$ cat config.mk
export PLATFORM = sky130hd
export DESIGN_NAME = uart_tx_scheduler
export DESIGN_NICKNAME = d
export VERILOG_FILES = /design/src/rtl/uart_pkg.sv /design/src/rtl/sync_fifo.sv /design/src/rtl/uart_tx_scheduler.sv
export SDC_FILE = /design/constraint.sdc
export NUM_CORES = 1
export LEC_CHECK = 0
export ABC_AREA = 1
export CORE_MARGIN = 4
export CORE_UTILIZATION = 40
export CTS_CLUSTER_DIAMETER = 80
export DETAILED_ROUTE_END_ITERATION = 10
export HOLD_SLACK_MARGIN = 0.1
export PLACE_DENSITY = 0.54
export SYNTH_ARGS = -nofsm -noshare
export SYNTH_HDL_FRONTEND = slang
export SYNTH_SLANG_ARGS = --single-unit
$ cat constraint.sdc
create_clock -name clk -period 2.8 [get_ports clk]
set_input_delay 0.7 -clock clk [delete_from_list [all_inputs] [get_ports clk]]
set_output_delay 0.7 -clock clk [all_outputs]
set_load 0.1 [all_outputs]
$ cat src/rtl/uart_pkg.sv
// Shared definitions for the UART transmit path: scheduler state encoding,
// UART register map and status-word bit positions used by the peripheral block.
package uart_pkg;

  // Scheduler FSM states
  typedef enum logic [1:0] {
    IDLE      = 2'd0,
    LAUNCH    = 2'd1,
    WAIT_BUSY = 2'd2,
    WAIT_DONE = 2'd3
  } tx_state_t;

  // UART register addresses in the peripheral map
  localparam logic [31:0] UART_TX_ADDR     = 32'h4000_0018;
  localparam logic [31:0] UART_RX_ADDR     = 32'h4000_001C;
  localparam logic [31:0] UART_STATUS_ADDR = 32'h4000_0020;

  // Bit positions of the TX scheduler flags inside the UART status word
  localparam int STAT_TX_EMPTY   = 0;
  localparam int STAT_TX_FULL    = 1;
  localparam int STAT_TX_OVF     = 2;
  localparam int STAT_TX_TIMEOUT = 3;
  localparam int STAT_TX_BUSY    = 4;

endpackage

$ cat src/rtl/sync_fifo.sv
// Byte-wide synchronous FIFO with registered occupancy and a sticky overflow
// flag. A push into a full FIFO is still accepted when a pop happens in the
// same cycle; otherwise the byte is dropped and ovf is raised.
module sync_fifo #(
  parameter int DEPTH = 16,
  parameter int AW    = 4
) (
  input  logic          clk,
  input  logic          reset,
  input  logic          push,
  input  logic          pop,
  input  logic [7:0]    wr_data,
  input  logic          clr_ovf,
  output logic [7:0]    rd_data,
  output logic          full,
  output logic          empty,
  output logic [AW:0]   count,
  output logic          ovf
);

  logic [7:0]    mem [DEPTH];
  logic [AW-1:0] wr_ptr;
  logic [AW-1:0] rd_ptr;
  logic          pop_ok;
  logic          push_ok;

  assign full    = (count == (AW+1)'(DEPTH));
  assign empty   = (count == '0);
  assign pop_ok  = pop && !empty;
  assign push_ok = push && (!full || pop_ok);
  assign rd_data = mem[rd_ptr];

  // Storage write port
  // NOTE: the data array has no reset; contents are meaningless until
  // written, and leaving it out keeps the array mappable to plain RAM.
  always_ff @(posedge clk) begin
    if (push_ok) begin
      mem[wr_ptr] <= wr_data;
    end
  end

  // Pointers, occupancy and sticky overflow
  // NOTE: every register here uses non-blocking assignment so all state
  // updates see the pre-edge values, matching the hardware.
  always_ff @(posedge clk) begin
    if (!reset) begin
      wr_ptr <= '0;
      rd_ptr <= '0;
      count  <= '0;
      ovf    <= 1'b0;
    end else begin
      if (push_ok) begin
        wr_ptr <= wr_ptr + AW'(1);
      end
      if (pop_ok) begin
        rd_ptr <= rd_ptr + AW'(1);
      end
      if (push_ok && !pop_ok) begin
        count <= count + (AW+1)'(1);
      end else if (pop_ok && !push_ok) begin
        count <= count - (AW+1)'(1);
      end
      // A new drop wins over a simultaneous clear
      if (push && !push_ok) begin
        ovf <= 1'b1;
      end else if (clr_ovf) begin
        ovf <= 1'b0;
      end
    end
  end

endmodule

$ cat src/rtl/uart_tx_scheduler.sv
// Queues CPU bytes for the UART transmitter and launches them one at a time:
// a single tx_start pulse per byte, only when the UART is idle, then waits for
// the frame to start and finish. A start that never raises tx_busy within
// BUSY_TIMEOUT cycles is abandoned and flagged in timeout_err.
module uart_tx_scheduler
  import uart_pkg::*;
#(
  parameter int DEPTH        = 16,
  parameter int AW           = 4,
  parameter int BUSY_TIMEOUT = 15
) (
  input  logic        clk,
  input  logic        reset,
  input  logic        wr_en,
  input  logic [7:0]  wr_data,
  input  logic        clr_ovf,
  input  logic        tx_busy,
  output logic        tx_start,
  output logic [7:0]  tx_data,
  output logic        full,
  output logic        empty,
  output logic [AW:0] count,
  output logic        ovf,
  output logic        timeout_err
);

  localparam int TW = $clog2(BUSY_TIMEOUT + 1);

  tx_state_t     state;
  tx_state_t     next_state;
  logic [TW-1:0] timer;
  logic          pop;
  logic          timed_out;
  logic [7:0]    head_data;

  sync_fifo #(
    .DEPTH (DEPTH),
    .AW    (AW)
  ) u_fifo (
    .clk     (clk),
    .reset   (reset),
    .push    (wr_en),
    .pop     (pop),
    .wr_data (wr_data),
    .clr_ovf (clr_ovf),
    .rd_data (head_data),
    .full    (full),
    .empty   (empty),
    .count   (count),
    .ovf     (ovf)
  );

  // Next-state and launch decode
  // NOTE: every output of this block gets a default first, so no path
  // leaves a signal unassigned and no latch is inferred.
  always_comb begin
    next_state = state;
    tx_start   = 1'b0;
    pop        = 1'b0;
    timed_out  = 1'b0;
    case (state)
      IDLE: begin
        if (!empty && !tx_busy) begin
          next_state = LAUNCH;
        end
      end
      LAUNCH: begin
        tx_start   = 1'b1;
        pop        = 1'b1;
        next_state = WAIT_BUSY;
      end
      WAIT_BUSY: begin
        if (tx_busy) begin
          next_state = WAIT_DONE;
        end else if (timer == TW'(BUSY_TIMEOUT)) begin
          timed_out  = 1'b1;
          next_state = IDLE;
        end
      end
      WAIT_DONE: begin
        if (!tx_busy) begin
          next_state = IDLE;
        end
      end
      default: next_state = IDLE;
    endcase
  end

  // State register
  always_ff @(posedge clk) begin
    if (!reset) begin
      state <= IDLE;
    end else begin
      state <= next_state;
    end
  end

  // Busy-wait timer: cleared on launch, counts idle cycles in WAIT_BUSY
  always_ff @(posedge clk) begin
    if (!reset) begin
      timer <= '0;
    end else if (state == LAUNCH) begin
      timer <= '0;
    end else if (state == WAIT_BUSY && !tx_busy && !timed_out) begin
      timer <= timer + TW'(1);
    end
  end

  // Byte latch for the UART (captured on entry to LAUNCH) and sticky timeout
  always_ff @(posedge clk) begin
    if (!reset) begin
      tx_data     <= '0;
      timeout_err <= 1'b0;
    end else begin
      if (state == IDLE && next_state == LAUNCH) begin
        tx_data <= head_data;
      end
      // A new timeout wins over a simultaneous clear
      if (timed_out) begin
        timeout_err <= 1'b1;
      end else if (clr_ovf) begin
        timeout_err <= 1'b0;
      end
    end
  end

endmodule

; Word-level counts from Yosys, hierarchy flattened
; Memories as Yosys holds them, arrays and structs flattened. A register that Yosys moved wholly into a read port is not among the register bits.
; Cells that the tools add are included.
[op_classes]
n_addsub = 5
n_eq_ne = 6
muxes = 16
n_bitwise = 1
n_reduce_logical = 23
[ops]
columns = operator, n
row1 = $add A4 B1 Y4 const B, 3
row2 = $mux W5, 2
row3 = $logic_and A1 B1 Y1, 9
row4 = $mux W1, 9
row5 = $mux W2, 4
row6 = $pmux W2 S4, 1
row7 = $logic_not A1 Y1, 7
row8 = $reduce_bool A2 Y1, 3
row9 = $add A5 B1 Y5 const B, 1
row10 = $eq A5 B5 Y1 const B, 1
row11 = $logic_not A5 Y1, 1
row12 = $sub A5 B1 Y5 const B, 1
row13 = $eq A2 B1 Y1 const B, 2
row14 = $eq A2 B2 Y1 const B, 2
row15 = $eq A4 B4 Y1 const B, 1
row16 = $logic_not A2 Y1, 1
row17 = $reduce_or A2 Y1, 1
row18 = $logic_or A1 B1 Y1, 1
row19 = $not A1 Y1, 1
[word_totals]
reg_bits = 21
ramBits = 128
in_bits = 13
output_inout_bits = 18
n_memories = 1
[mem_list]
columns = memory, words, word_bits, rd, rd_clocked_by_memory_dff, wr, line
row1 = u_fifo.mem, 16, 8, 1, 1, 1, sync_fifo.sv:21  ; logic [7:0] mem [DEPTH];

; Logic depth before layout (Yosys ltp)
; Gate-level depths: netlist (run 1).
[logic_depth]
word_depth = 9
depth_mapped = 14

; Cells and area by module
; Synthesis (run 1) repeated with hierarchy kept, for this count alone.
[unflattened]
cells_unflattened = 653
hier_area_um2 = 6837.8
[by_module_without_submodules]
columns = mod, n_inst, cells_per_inst, area_each_um2, seq_area_each_um2
row1 = sync_fifo, 1, 570, 6198.4, 4204.0
row2 = uart_tx_scheduler, 1, 83, 639.4, 300.3

; Least setup slack after synthesis (run 1)
; Ideal clock, no wire load.
[synth_path]
path_kind = register to register
from = reg u_fifo.count[4]
to = reg u_fifo.count[4]
arrival_ps = 3482
setup_slack_ps = -817
path_stages_with_launch = 14
period_less_slack_ps = 3617
path_cell_list = dfxtp_1 inv_1 nor2_2 nand2_2 nand2_4 clkinv_1 ha_1 inv_1 ha_1 a21oi_1 o21ai_0 xor2_1 nand2_1 a21oi_1
[synth_via]
word_cells_on_any_way = 16
[synth_lines]
columns = element, line
row1 = from (decl), sync_fifo.sv:17  ; output logic [AW:0] count,
row2 = from (signal assigned), sync_fifo.sv:59  ; count <= count + (AW+1)'(1);
row3 = from (signal assigned), sync_fifo.sv:61  ; count <= count - (AW+1)'(1);
row4 = $eq A5 B5 Y1 *, sync_fifo.sv:27  ; assign full = (count == (AW+1)'(DEPTH));
row5 = net full, uart_tx_scheduler.sv:20  ; output logic full,
row6 = $logic_not A1 Y1 *, sync_fifo.sv:30  ; assign push_ok = push && (!full || pop_ok);
row7 = $logic_or A1 B1 Y1 *, sync_fifo.sv:30
row8 = $logic_and A1 B1 Y1 *, sync_fifo.sv:30
row9 = net u_fifo.push_ok, sync_fifo.sv:25  ; logic push_ok;
row10 = $logic_not A1 Y1, sync_fifo.sv:60  ; end else if (pop_ok && !push_ok) begin
row11 = $logic_and A1 B1 Y1, sync_fifo.sv:60
row12 = $reduce_bool A2 Y1 (no source line), --
; The timed path passes the listed nets; every way through them passes the cells marked *. The select of a mux whose other input is x is not followed.
; A chain may end at the register's enable or synchronous reset.

; Worst setup path in the final report (run 1)
[layout_path]
from = reg u_fifo.count[1]
to = reg u_fifo.count[4]
[layout_via]
elab_chain_len = 8
word_cells_on_any_way = 16
[layout_lines]
columns = element, line
row1 = $logic_not A5 Y1, sync_fifo.sv:28  ; assign empty = (count == '0);
row2 = $logic_not A1 Y1, sync_fifo.sv:29  ; assign pop_ok = pop && !empty;
row3 = $logic_and A1 B1 Y1, sync_fifo.sv:29
row4 = $logic_or A1 B1 Y1 *, sync_fifo.sv:30
row5 = $logic_and A1 B1 Y1 *, sync_fifo.sv:30
row6 = net u_fifo.push_ok, sync_fifo.sv:25
row7 = $logic_not A1 Y1, sync_fifo.sv:60
row8 = $logic_and A1 B1 Y1, sync_fifo.sv:60
row9 = $reduce_bool A2 Y1 (no source line), --
; Marked as above.

==> results of run 1 <==
[cells in the mapped netlist, types with 5 or more instances]
master / n
buf_4: 9
ha_1: 11
nor2_1: 23
buf_2: 13
inv_2: 5
nand2_1: 226
o21ai_0: 11
inv_1: 94
dfxtp_1: 29
xor2_1: 5
nor3_1: 18
a21oi_1: 20
edfxtp_1: 128
nand3_1: 96
[cells in the final DEF (no fill, tap or decap), types with 2 or more instances in the layout]
cell type / synthesis / layout
nand2_1: 226 / 226
edfxtp_1: 128 / 128
nand3_1: 96 / 96
inv_1: 94 / 94
buf_4: 9 / 44
nor2_1: 23 / 23
dfxtp_1: 29 / 23
a21oi_1: 20 / 20
clkbuf_16: 0 / 19
nor3_1: 18 / 18
clkdlybuf4s50_1: 0 / 12
o21ai_0: 11 / 11
ha_1: 11 / 11
clkinv_2: 0 / 6
inv_2: 5 / 5
xor2_1: 5 / 5
dfxtp_4: 0 / 5
nand2_2: 4 / 4
clkinv_1: 4 / 4
nor2_4: 1 / 2
xnor2_1: 2 / 2
a21oi_2: 2 / 2
clkinvlp_4: 0 / 2
clkbuf_8: 0 / 2
buf_12: 0 / 2
[critical path, cell delays in order, from the launching register on]
cell	delay, ps
dfxtp_4	350
inv_1	110
nand3_1	140
nor2_4	160
nand2_2	70
nand2_4	60
clkinv_1	80
ha_1	260
inv_1	140
ha_1	280
a21oi_1	150
o21ai_0	110
xor2_1	150
nand2_1	70
a21oi_1	110
[where the power goes]
part	leakage, uW	switching (uW)	total, uW	internal [uW]
combinational	0.00174	2000	2720	718
sequential	0.00140	116	2820	2700
clock	0.000292	898	2260	1370
[cell families (layout without fill, tap and decap cells)]
family | after synthesis | after routing | share of synthesized area (%)
AND/OR/NAND/NOR | 374 | 374 | 22.8
flip-flops | 157 | 157 | 63.3
buffers and inverters | 133 | 193 | 8.20
AO/OA/AOI/OAI | 34 | 34 | 2.58
adder cells (fa/ha/maj) | 12 | 12 | 2.26
XOR/XNOR | 7 | 7 | 0.877
[metal layers]
| metal | GRT usage, % | routed length, um | vias to the layer above |
|---|---|---|---|
| met5 | 0 | 0 | - |
| met4 | 7.04 | 405 | 0 |
| met3 | 4.13 | 554 | 25 |
| met2 | 27.8 | 7820 | 80 |
| met1 | 22.5 | 7490 | 2309 |
| li1 | - | - | 2425 |
[registers in the layout (all words and copies together), names as in the netlist]
| register | cells |
|---|---|
| u_fifo.count | 5 |
| timer | 4 |
| tx_data | 8 |
| u_fifo.wr_ptr | 4 |
| u_fifo.ovf | 1 |
| timeout_err | 1 |
| state | 2 |
| u_fifo.mem | 128 |
| u_fifo.rd_ptr | 4 |
[worst min path at each step]
stage,start,to,slack (ps),cells past startpoint
2_1_floorplan,timer[3]$_SDFFE_PP0P_,timer[3]$_SDFFE_PP0P_,450,2
3_3_place_gp,u_fifo.ovf$_SDFFE_PN0P_,u_fifo.ovf$_SDFFE_PN0P_,460,2
3_5_place_dp,timeout_err$_SDFFE_PN0P_,timeout_err$_SDFFE_PN0P_,460,2
5_1_grt,timeout_err$_SDFFE_PN0P_,timeout_err$_SDFFE_PN0P_,510,2
4_1_cts,timeout_err$_SDFFE_PN0P_,timeout_err$_SDFFE_PN0P_,470,2
6_report,timeout_err$_SDFFE_PN0P_,timeout_err$_SDFFE_PN0P_,460,2
[through the flow]
stage          power, uW  cell area [um2]  utilization, %
2_1_floorplan       4950             7010               -
3_3_place_gp        5570             7600            44.1
3_5_place_dp        5620             7600            44.1
4_1_cts             7880             8190            47.5
5_1_grt             8230             8190            47.5
6_report            7800             8190            47.5
[cell type report]
type	count	area, um2
repair buffers	58	490
multi-input cells	427	2000
clock buffers	22	507
flip-flops and latches	157	4440
fillers	1595	9040
clock inverters	10	83.8
well taps	225	282
inverters	103	387
==> qor.csv, run 1 <==
metric;value;unit
share of the yosys chip area belonging to registers;63.3;%
yosys synthesis warning count;0;
DP HPWL;10500;um
Leakage Power;0.00343;uW
DRT iter0 DRCs;325;
relative slew slack;48.3;%
pre-CTS WS;87.4;ps
r2r endpoint;u_fifo.count[4]$_SDFFE_PN0P_;
Sink Count;157;
Setup TNS Final;0;ps
DRC;0;
clk_skew;4.76;ps
Worst Setup End Kind;register;
hold crit path type;register to register;
nets@finish;789;
Worst setup SP type;register;
crit path DAT;2670;ps
RSZ-0062 raised after global routing;no;
Initial Util;40.6;%
Congestion Overflow GR;0;
I/O Buffers;30;
achievable clock frequency;0.429;GHz
fraction of layout cells with a size suffix above 1;12.7;%
PD cells;953;mW/mm2
Final Cycle Share;83.2;%
number of global-route vias before repair;4852;
die area;0.0197;mm2
synthesis-to-finish area growth;17.2;%
Final ANT Viol Nets;0;
Worst EP required;3140;ps
ys flop type;edfxtp_1;
Crit Path Max Fanout;4;
reg2reg setup slack;470;ps
via/cell ratio;4.83;
Final Max Tran Viols;0;
FP Rows;48;
fin cells;1002;
CTS tree;built;
first-pass GRT wire length;25900;um
Post-Place Cells;970;
Setup CP Type;register to register;
r2r startpoint;u_fifo.count[1]$_SDFFE_PN0P_;
Yosys reg bits;157;
syn_nets;742;
Syn Std Cell Area;0.00699;mm2
# Post-CTS Setup Buffers;0;
Skew-Pair Late Insertion Delay;430;ps
Syn Inst Count;717;
via count;4839;
Period minus WS final;2330;ps
CTS buffer count;17;
final hold violations;0;
Least-Margin Pin Slew;773;ps
Avg WL per Cell;16.2;um
# diodes;0;
Yosys top cell by area;edfxtp_1;
setup ws final;469;ps
Worst-path clk slew;60;ps
CTS Hold Buffers Added;0;
Post-synth EDFFs;128;
Setup-failing EPs final;0;
Final GP Congestion;0.810;
initial antenna violation count;0;
capture point of the worst path;u_fifo.count[4]$_SDFFE_PN0P_;
Die Width;140;um
top-area cell type share of the netlist area;55.0;%
Hold WS;465;ps
DR pass1 iterations;4;
Critical path origin;u_fifo.count[1]$_SDFFE_PN0P_;
CTS resizes;0;
root buf cell;clkbuf_16;
max-cap violations;0;
Post-synth ARST share;0;%
Ports;31;
Area contributors post-synth;edfxtp_1 (55%), nand2_1 (12%), dfxtp_1 (8.3%), nand3_1 (6.9%), inv_1 (5.0%);
Peak VDD IR;0.568;mV
Core Box Area;0.0172;mm2
largest net degree at the start of global routing;67;
R2R depth;14;
drt total wl;16300;um
Die Y;140;um
clk buf depth;2;
outcome;finished clean;
Tot GR Track Use;17.3;%
mean area per synthesized cell;9.75;um2
Yosys cell types;30;
Max H-tree Level;4;
(Power assumes the default switching activity.)
==> inputs of run 2 (changes only) <==
Settings changed: PLACE_DENSITY 0.54 to 0.56.
Clock period 2.8 ns to 2.1 ns, I/O delays scaled along.
==> run 2 against run 1 <==
Net effect: clock power increased by 33%; sequential power increased by 34%; flip-flop and latch count unchanged; global-route usage increased by 0.88 points; sequential share of layout area decreased by 3.6 points; setup slack got worse by 340 ps; utilization increased by 3.4 points; via count increased by 3.8%; non-clock buffer count increased by 27; cell count increased by 2.7%; largest cell class unchanged.
==> qor.csv, run 2 (same netlist as run 1, synthesis figures left out) <==
metric;value;unit;change
Crit path top cell by count;inv_1;;
RSZ-0062 raised after global routing;no;;unchanged
Die Y;140;um;unchanged
final instance area;0.00877;mm2;was 0.00819 mm2
fin cells;1029;;was 1,002
Leakage Power;0.00369;uW;was 0.00343 uW
critical path's top delay family;buffers and inverters;;was adder cells
Final Cycle Share;94.0;%;
Final GP Congestion;0.837;;was 0.810
DP HPWL;12000;um;was 10,500 um
Congestion Overflow GR;0;;unchanged
CTS tree;built;;unchanged
via count;5023;;was 4,839
Worst Setup End Kind;output port;;was register
DRC;0;;unchanged
CP max stage cell;dfxtp_4;;unchanged
Final ANT Viol Nets;0;;unchanged
Core Box Area;0.0172;mm2;unchanged
clk_skew;6.05;ps;was 4.76 ps
Die Width;140;um;unchanged
Clock power frac;27.7;%;was 29.0%
sw frac;38.5;%;was 38.6%
PD cells;1230;mW/mm2;was 953 mW/mm2
number of global-route vias before repair;5122;;was 4,852
most frequent cells in the layout;nand2_1 (225), edfxtp_1 (128), nand3_1 (95), inv_1 (91), buf_4 (60);;was nand2_1 (226), edfxtp_1 (128), nand3_1 (96), inv_1 (94), buf_4 (44)
sequential cell fraction of total power;34.8;%;was 36.1%
CP Cell Sequence;inv_1, nand4_1, inv_1, buf_12;;was inv_1, nand3_1, nor2_4, nand2_2, nand2_4, clkinv_1, ha_1, inv_1, ha_1, a21oi_1, o21ai_0, xor2_1, nand2_1, a21oi_1
CP Buf/Inv Count;3;;unchanged
# diodes;0;;unchanged
synthesis-to-finish area growth;25.5;%;was 17.2%
Final Max Tran Viols;0;;unchanged
achievable clock frequency;0.507;GHz;
initial antenna violation count;0;;unchanged
Avg WL per Cell;16.5;um;was 16.2 um
fill count;1563;;was 1,595
crit-path max cell delay;360;ps;was 350 ps
Worst setup SP type;register;;unchanged
nets@finish;816;;was 789
Tot GR Track Use;18.2;%;was 17.3%
via/cell ratio;4.88;;was 4.83
die area;0.0197;mm2;unchanged
DR pass1 iterations;5;;was 4
Max H-tree Level;4;;unchanged
crit path DAT;1450;ps;was 2670 ps
Regs by FF count;u_fifo.mem (128), tx_data (8), u_fifo.count (5);;unchanged
Crit Path Max Fanout;4;;unchanged
Least-Margin Pin Slew;470;ps;was 773 ps
Initial Util;40.6;%;unchanged
Period minus WS final;1970;ps;
Biggest register;u_fifo.mem;;unchanged
drt total wl;17000;um;was 16,300 um
Skew-Pair Late Insertion Delay;420;ps;was 430 ps
relative slew slack;68.5;%;was 48.3%
Setup TNS Final;0;ps;unchanged
Setup CP Type;register to output port;;was register to register
Peak VDD IR;0.887;mV;was 0.568 mV
CTS buffer count;17;;unchanged
Post-Place Cells;993;;was 970
sw power;4170;uW;was 3010 uW
multi-input logic area;0.00224;mm2;was 0.00200 mm2
first-pass GRT wire length;27200;um;was 25,900 um
outcome;finished clean;;unchanged
FP Rows;48;;unchanged
logic gate share of total power;37.4;%;was 34.8%
clk buf depth;2;;unchanged
DRT iter0 DRCs;323;;was 325
cell internal pwr;6650;uW;was 4790 uW
root buf cell;clkbuf_16;;unchanged
hold crit path type;register to register;;unchanged
most common cell after layout, fill and taps aside;nand2_1;;unchanged
Worst EP required;1570;ps;was 3140 ps
Largest register FFs;128;;unchanged
Ports;31;;unchanged
Hold WS;471;ps;was 465 ps
area post-placement;0.00816;mm2;was 0.00760 mm2
I/O Buffers;30;;unchanged
Worst-path clk slew;60;ps;about the same
Setup-failing EPs final;0;;unchanged
max-cap violations;0;;unchanged
fraction of layout cells with a size suffix above 1;19.0;%;was 12.7%
register area;0.00444;mm2;unchanged
final hold violations;0;;unchanged
Sink Count;157;;unchanged
largest net degree at the start of global routing;41;;was 67
## run 2: final timing paths
kind                                 from                           end  slack [ps]  depth (start not counted)
max          u_fifo.count[4]$_SDFFE_PN0P_                         empty         130                          4
min               u_fifo.ovf$_SDFFE_PN0P_       u_fifo.ovf$_SDFFE_PN0P_         470                          2
max reg2reg  u_fifo.count[3]$_SDFFE_PN0P_  u_fifo.count[4]$_SDFFE_PN0P_         130                         12
min reg2reg       u_fifo.ovf$_SDFFE_PN0P_       u_fifo.ovf$_SDFFE_PN0P_         470                          2
## run 2: power groups by stage
stage | logic [uW] | clock network (uW) | registers, uW
4_1_cts | 4030 | 3070 | 3780
2_1_floorplan | 2220 | 0 | 4570
3_5_place_dp | 4010 | 0 | 3840
6_report | 4050 | 3000 | 3770
3_3_place_gp | 3970 | 0 | 3830
5_1_grt | 4460 | 3210 | 3790
## run 2: area by class of cell
cell class | instances | area share [%]
flip-flops and latches | 157 | 50.7
clock inverters | 12 | 1.37
well taps | 225 | 3.21
inverters | 103 | 4.52
multi-input cells | 427 | 25.6
clock buffers | 20 | 5.22
repair buffers | 85 | 9.47
## run 2: timing repair
| item | 4_1_cts | 5_1_grt |
|---|---|---|
| hold buffers | 0 | 0 |
| buffers inserted | 0 | 4 |
| resized for setup | 0 | 3 |
| endpoints found under the setup margin | 0 | 2 |
## run 2: worst min-delay path: stages, from the launching register on
cell and delay (ps):
dfxtp_1 310, nand2_1 60, a21oi_1 60
## run 2: stage by stage
step | total power [uW] | setup WS, ps | util (%)
2_1_floorplan | 6790 | -453 | -
3_3_place_gp | 7790 | -209 | 47.3
3_5_place_dp | 7850 | -228 | 47.3
4_1_cts | 10900 | 82.1 | 50.7
5_1_grt | 11500 | 2.53 | 50.9
6_report | 10800 | 127 | 50.9
## run 2: layer usage
layer | track usage [%] | wire (um) | up-vias
li1 | - | - | 2484
met1 | 23.7 | 7510 | 2392
met2 | 29.7 | 8260 | 115
met3 | 3.89 | 834 | 32
met4 | 7.09 | 382 | 0
met5 | 0 | 0 | -
==> inputs of run 3 (changes only) <==
Settings changed: CORE_ASPECT_RATIO set to 0.9.
==> run 3 against run 2 <==
Net effect: non-clock buffer count shrank 5; clock power decreased by 2%; the flow now finishes with violations (negative setup slack); power is essentially flat; final area decreased by 0.47%; cell count increased by 0.49%.
==> qor.csv, run 3 (same netlist as run 1, synthesis figures left out) <==
metric;value;unit;change
fill count;1560;;was 1,563
PD cells;1240;mW/mm2;was 1230 mW/mm2
final hold violations;0;;unchanged
DRT iter0 DRCs;393;;was 323
Tot GR Track Use;17.5;%;was 18.2%
max-cap violations;0;;unchanged
Core Box Area;0.0170;mm2;was 0.0172 mm2
root buf cell;clkbuf_16;;unchanged
failing checks;negative setup slack;;
Initial Util;41.1;%;was 40.6%
number of global-route vias before repair;4943;;was 5,122
Max H-tree Level;4;;unchanged
Leakage Power;0.00365;uW;was 0.00369 uW
Least-Margin Pin Slew;525;ps;was 470 ps
DRC;0;;unchanged
Avg WL per Cell;16.3;um;was 16.5 um
CTS buffer count;17;;unchanged
Largest register FFs;128;;unchanged
clk buf depth;2;;unchanged
DP HPWL;11400;um;was 12,000 um
Crit Path Max Fanout;4;;unchanged
CP Cell Sequence;nor2_4, nand3_2, nor2_4, nand2_2, nand2_4, clkinv_4, ha_4, fa_2, o21ai_2, xor2_1, nand2_1, a21oi_1;;was inv_1, nand4_1, inv_1, buf_12
Worst-path clk slew;70;ps;was 60 ps
synthesis-to-finish area growth;24.9;%;was 25.5%
relative slew slack;64.8;%;was 68.5%
Crit path top cell by count;nor2_4;;was inv_1
# diodes;0;;unchanged
Layout Utilization;51.4;%;was 50.9%
Sink Count;157;;unchanged
Die Width;147;um;was 140 um
first-pass GRT wire length;26300;um;was 27,200 um
via count;5064;;was 5,023
I/O Buffers;30;;unchanged
setup ws final;-27.6;ps;was 127 ps
crit path DAT;2460;ps;was 1450 ps
drt total wl;16900;um;was 17,000 um
DR top layer;met4;;unchanged
crit-path max cell delay;380;ps;was 360 ps
Final ANT Viol Nets;0;;unchanged
CP max stage cell;dfxtp_4;;unchanged
Final Max Tran Viols;0;;unchanged
Tot Pwr;10800;uW;about the same
Worst setup SP type;register;;unchanged
Worst Setup End Kind;register;;was output port
CTS tree;built;;unchanged
Final Cycle Share;101;%;was 94.0%
FP Rows;45;;was 48
Skew-Pair Late Insertion Delay;430;ps;was 420 ps
hold crit path type;register to register;;unchanged
clk_skew;12.6;ps;was 6.05 ps
Final GP Congestion;0.882;;was 0.837
most frequent cells in the layout;nand2_1 (225), edfxtp_1 (128), nand3_1 (95), inv_1 (92), buf_4 (56);;was nand2_1 (225), edfxtp_1 (128), nand3_1 (95), inv_1 (91), buf_4 (60)
Biggest register;u_fifo.mem;;unchanged
outcome;finished with violations;;was finished clean
Setup CP Type;register to register;;was register to output port
achievable clock frequency;0.470;GHz;was 0.507 GHz
via/cell ratio;4.90;;was 4.88
DR WL met2;8080;um;was 8260 um
nets@finish;811;;was 816
met3 WL;781;um;was 834 um
Congestion Overflow GR;0;;unchanged
most common cell after layout, fill and taps aside;nand2_1;;unchanged
M1 wire length;7770;um;was 7510 um
Period minus WS final;2130;ps;was 1970 ps
CP Buf/Inv Count;1;;was 3
largest net degree at the start of global routing;41;;unchanged
Worst EP required;2430;ps;was 1570 ps
Die Y;133;um;was 140 um
fraction of layout cells with a size suffix above 1;18.6;%;was 19.0%
initial antenna violation count;0;;unchanged
Regs by FF count;u_fifo.mem (128), tx_data (8), u_fifo.count (5);;unchanged
RSZ-0062 raised after global routing;yes;;was no
Setup-failing EPs final;1;;was 0
Peak VDD IR;0.614;mV;was 0.887 mV
critical path's top delay family;simple AND/OR/NAND/NOR gates;;was buffers and inverters
Setup TNS Final;-27.6;ps;was 0 ps
die area;0.0197;mm2;about the same
CTS Hold Buffers Added;0;;unchanged
Ports;31;;unchanged
DR pass1 iterations;5;;unchanged
-- run 3: changes by cell type in the layout (fill, tap and decap cells not counted), sizes merged --
cell / delta
buf: -5
inv: +5
clkinv: -1
bufinv: -1
clkinvlp: -1
clkbuf: -2
-- run 3: worst register-to-register path: cells and delay by family (launching register included) --
family                     cells  cell delay (ps)
AOI/OAI and AO/OA              2              280
adders and majority gates      2              560
and+or+nand+nor                6              550
xor gates and xnor gates       1              210
DFF                            1              380
buffers and inverters          1               50
-- run 3: report_power, final --
part	internal (uW)	total [uW]	switching, uW
logic	1250	4090	2840
clock network	1650	2950	1300
registers	3600	3790	189
total	6500	10800	4330
-- run 3: final timing paths --
kind | from | endpoint | slack [ps] | depth (start not counted)
hold reg to reg | u_fifo.ovf$_SDFFE_PN0P_ | u_fifo.ovf$_SDFFE_PN0P_ | 470 | 2
setup / recovery | u_fifo.count[3]$_SDFFE_PN0P_ | u_fifo.count[4]$_SDFFE_PN0P_ | -30 | 12
hold / removal | u_fifo.ovf$_SDFFE_PN0P_ | u_fifo.ovf$_SDFFE_PN0P_ | 470 | 2
setup reg to reg | u_fifo.count[3]$_SDFFE_PN0P_ | u_fifo.count[4]$_SDFFE_PN0P_ | -30 | 12
-- run 3: repair_timing --
action	CTS	global route
setup buffers	0	4
resized for setup	0	2
endpoints found under the setup margin	0	2
-- run 3: final cells by class --
| cell class | instances | area, um2 | share of cell area (%) |
|---|---|---|---|
| Clock buffer | 18 | 429 | 4.91 |
| Clock inverter | 14 | 135 | 1.55 |
| Inverter | 103 | 394 | 4.51 |
| Multi-Input combinational cell | 427 | 2250 | 25.8 |
| Sequential cell | 157 | 4440 | 50.9 |
| Tap cell | 235 | 294 | 3.37 |
| Timing Repair Buffer | 80 | 781 | 8.94 |
-- run 3: layer usage --
metal	GRT usage [%]	up-vias
met2	28.5	127
met1	23.8	2450
met5	0	-
met4	5.12	0
met3	3.88	17
li1	-	2470
-- run 3: per-stage QoR --
| step | instance area (um2) | hold WS (ps) | worst slack [ps] | cells |
|---|---|---|---|---|
| 6_report | 8730 | 465 | -27.6 | 1034 |
| 5_1_grt | 8730 | 502 | -159 | 1034 |
| 4_1_cts | 8690 | 468 | 46.9 | 1030 |
| 3_5_place_dp | 8120 | 460 | -258 | 998 |
| 3_3_place_gp | 8120 | 453 | -186 | 998 |
| 2_1_floorplan | 7260 | 450 | -453 | 717 |
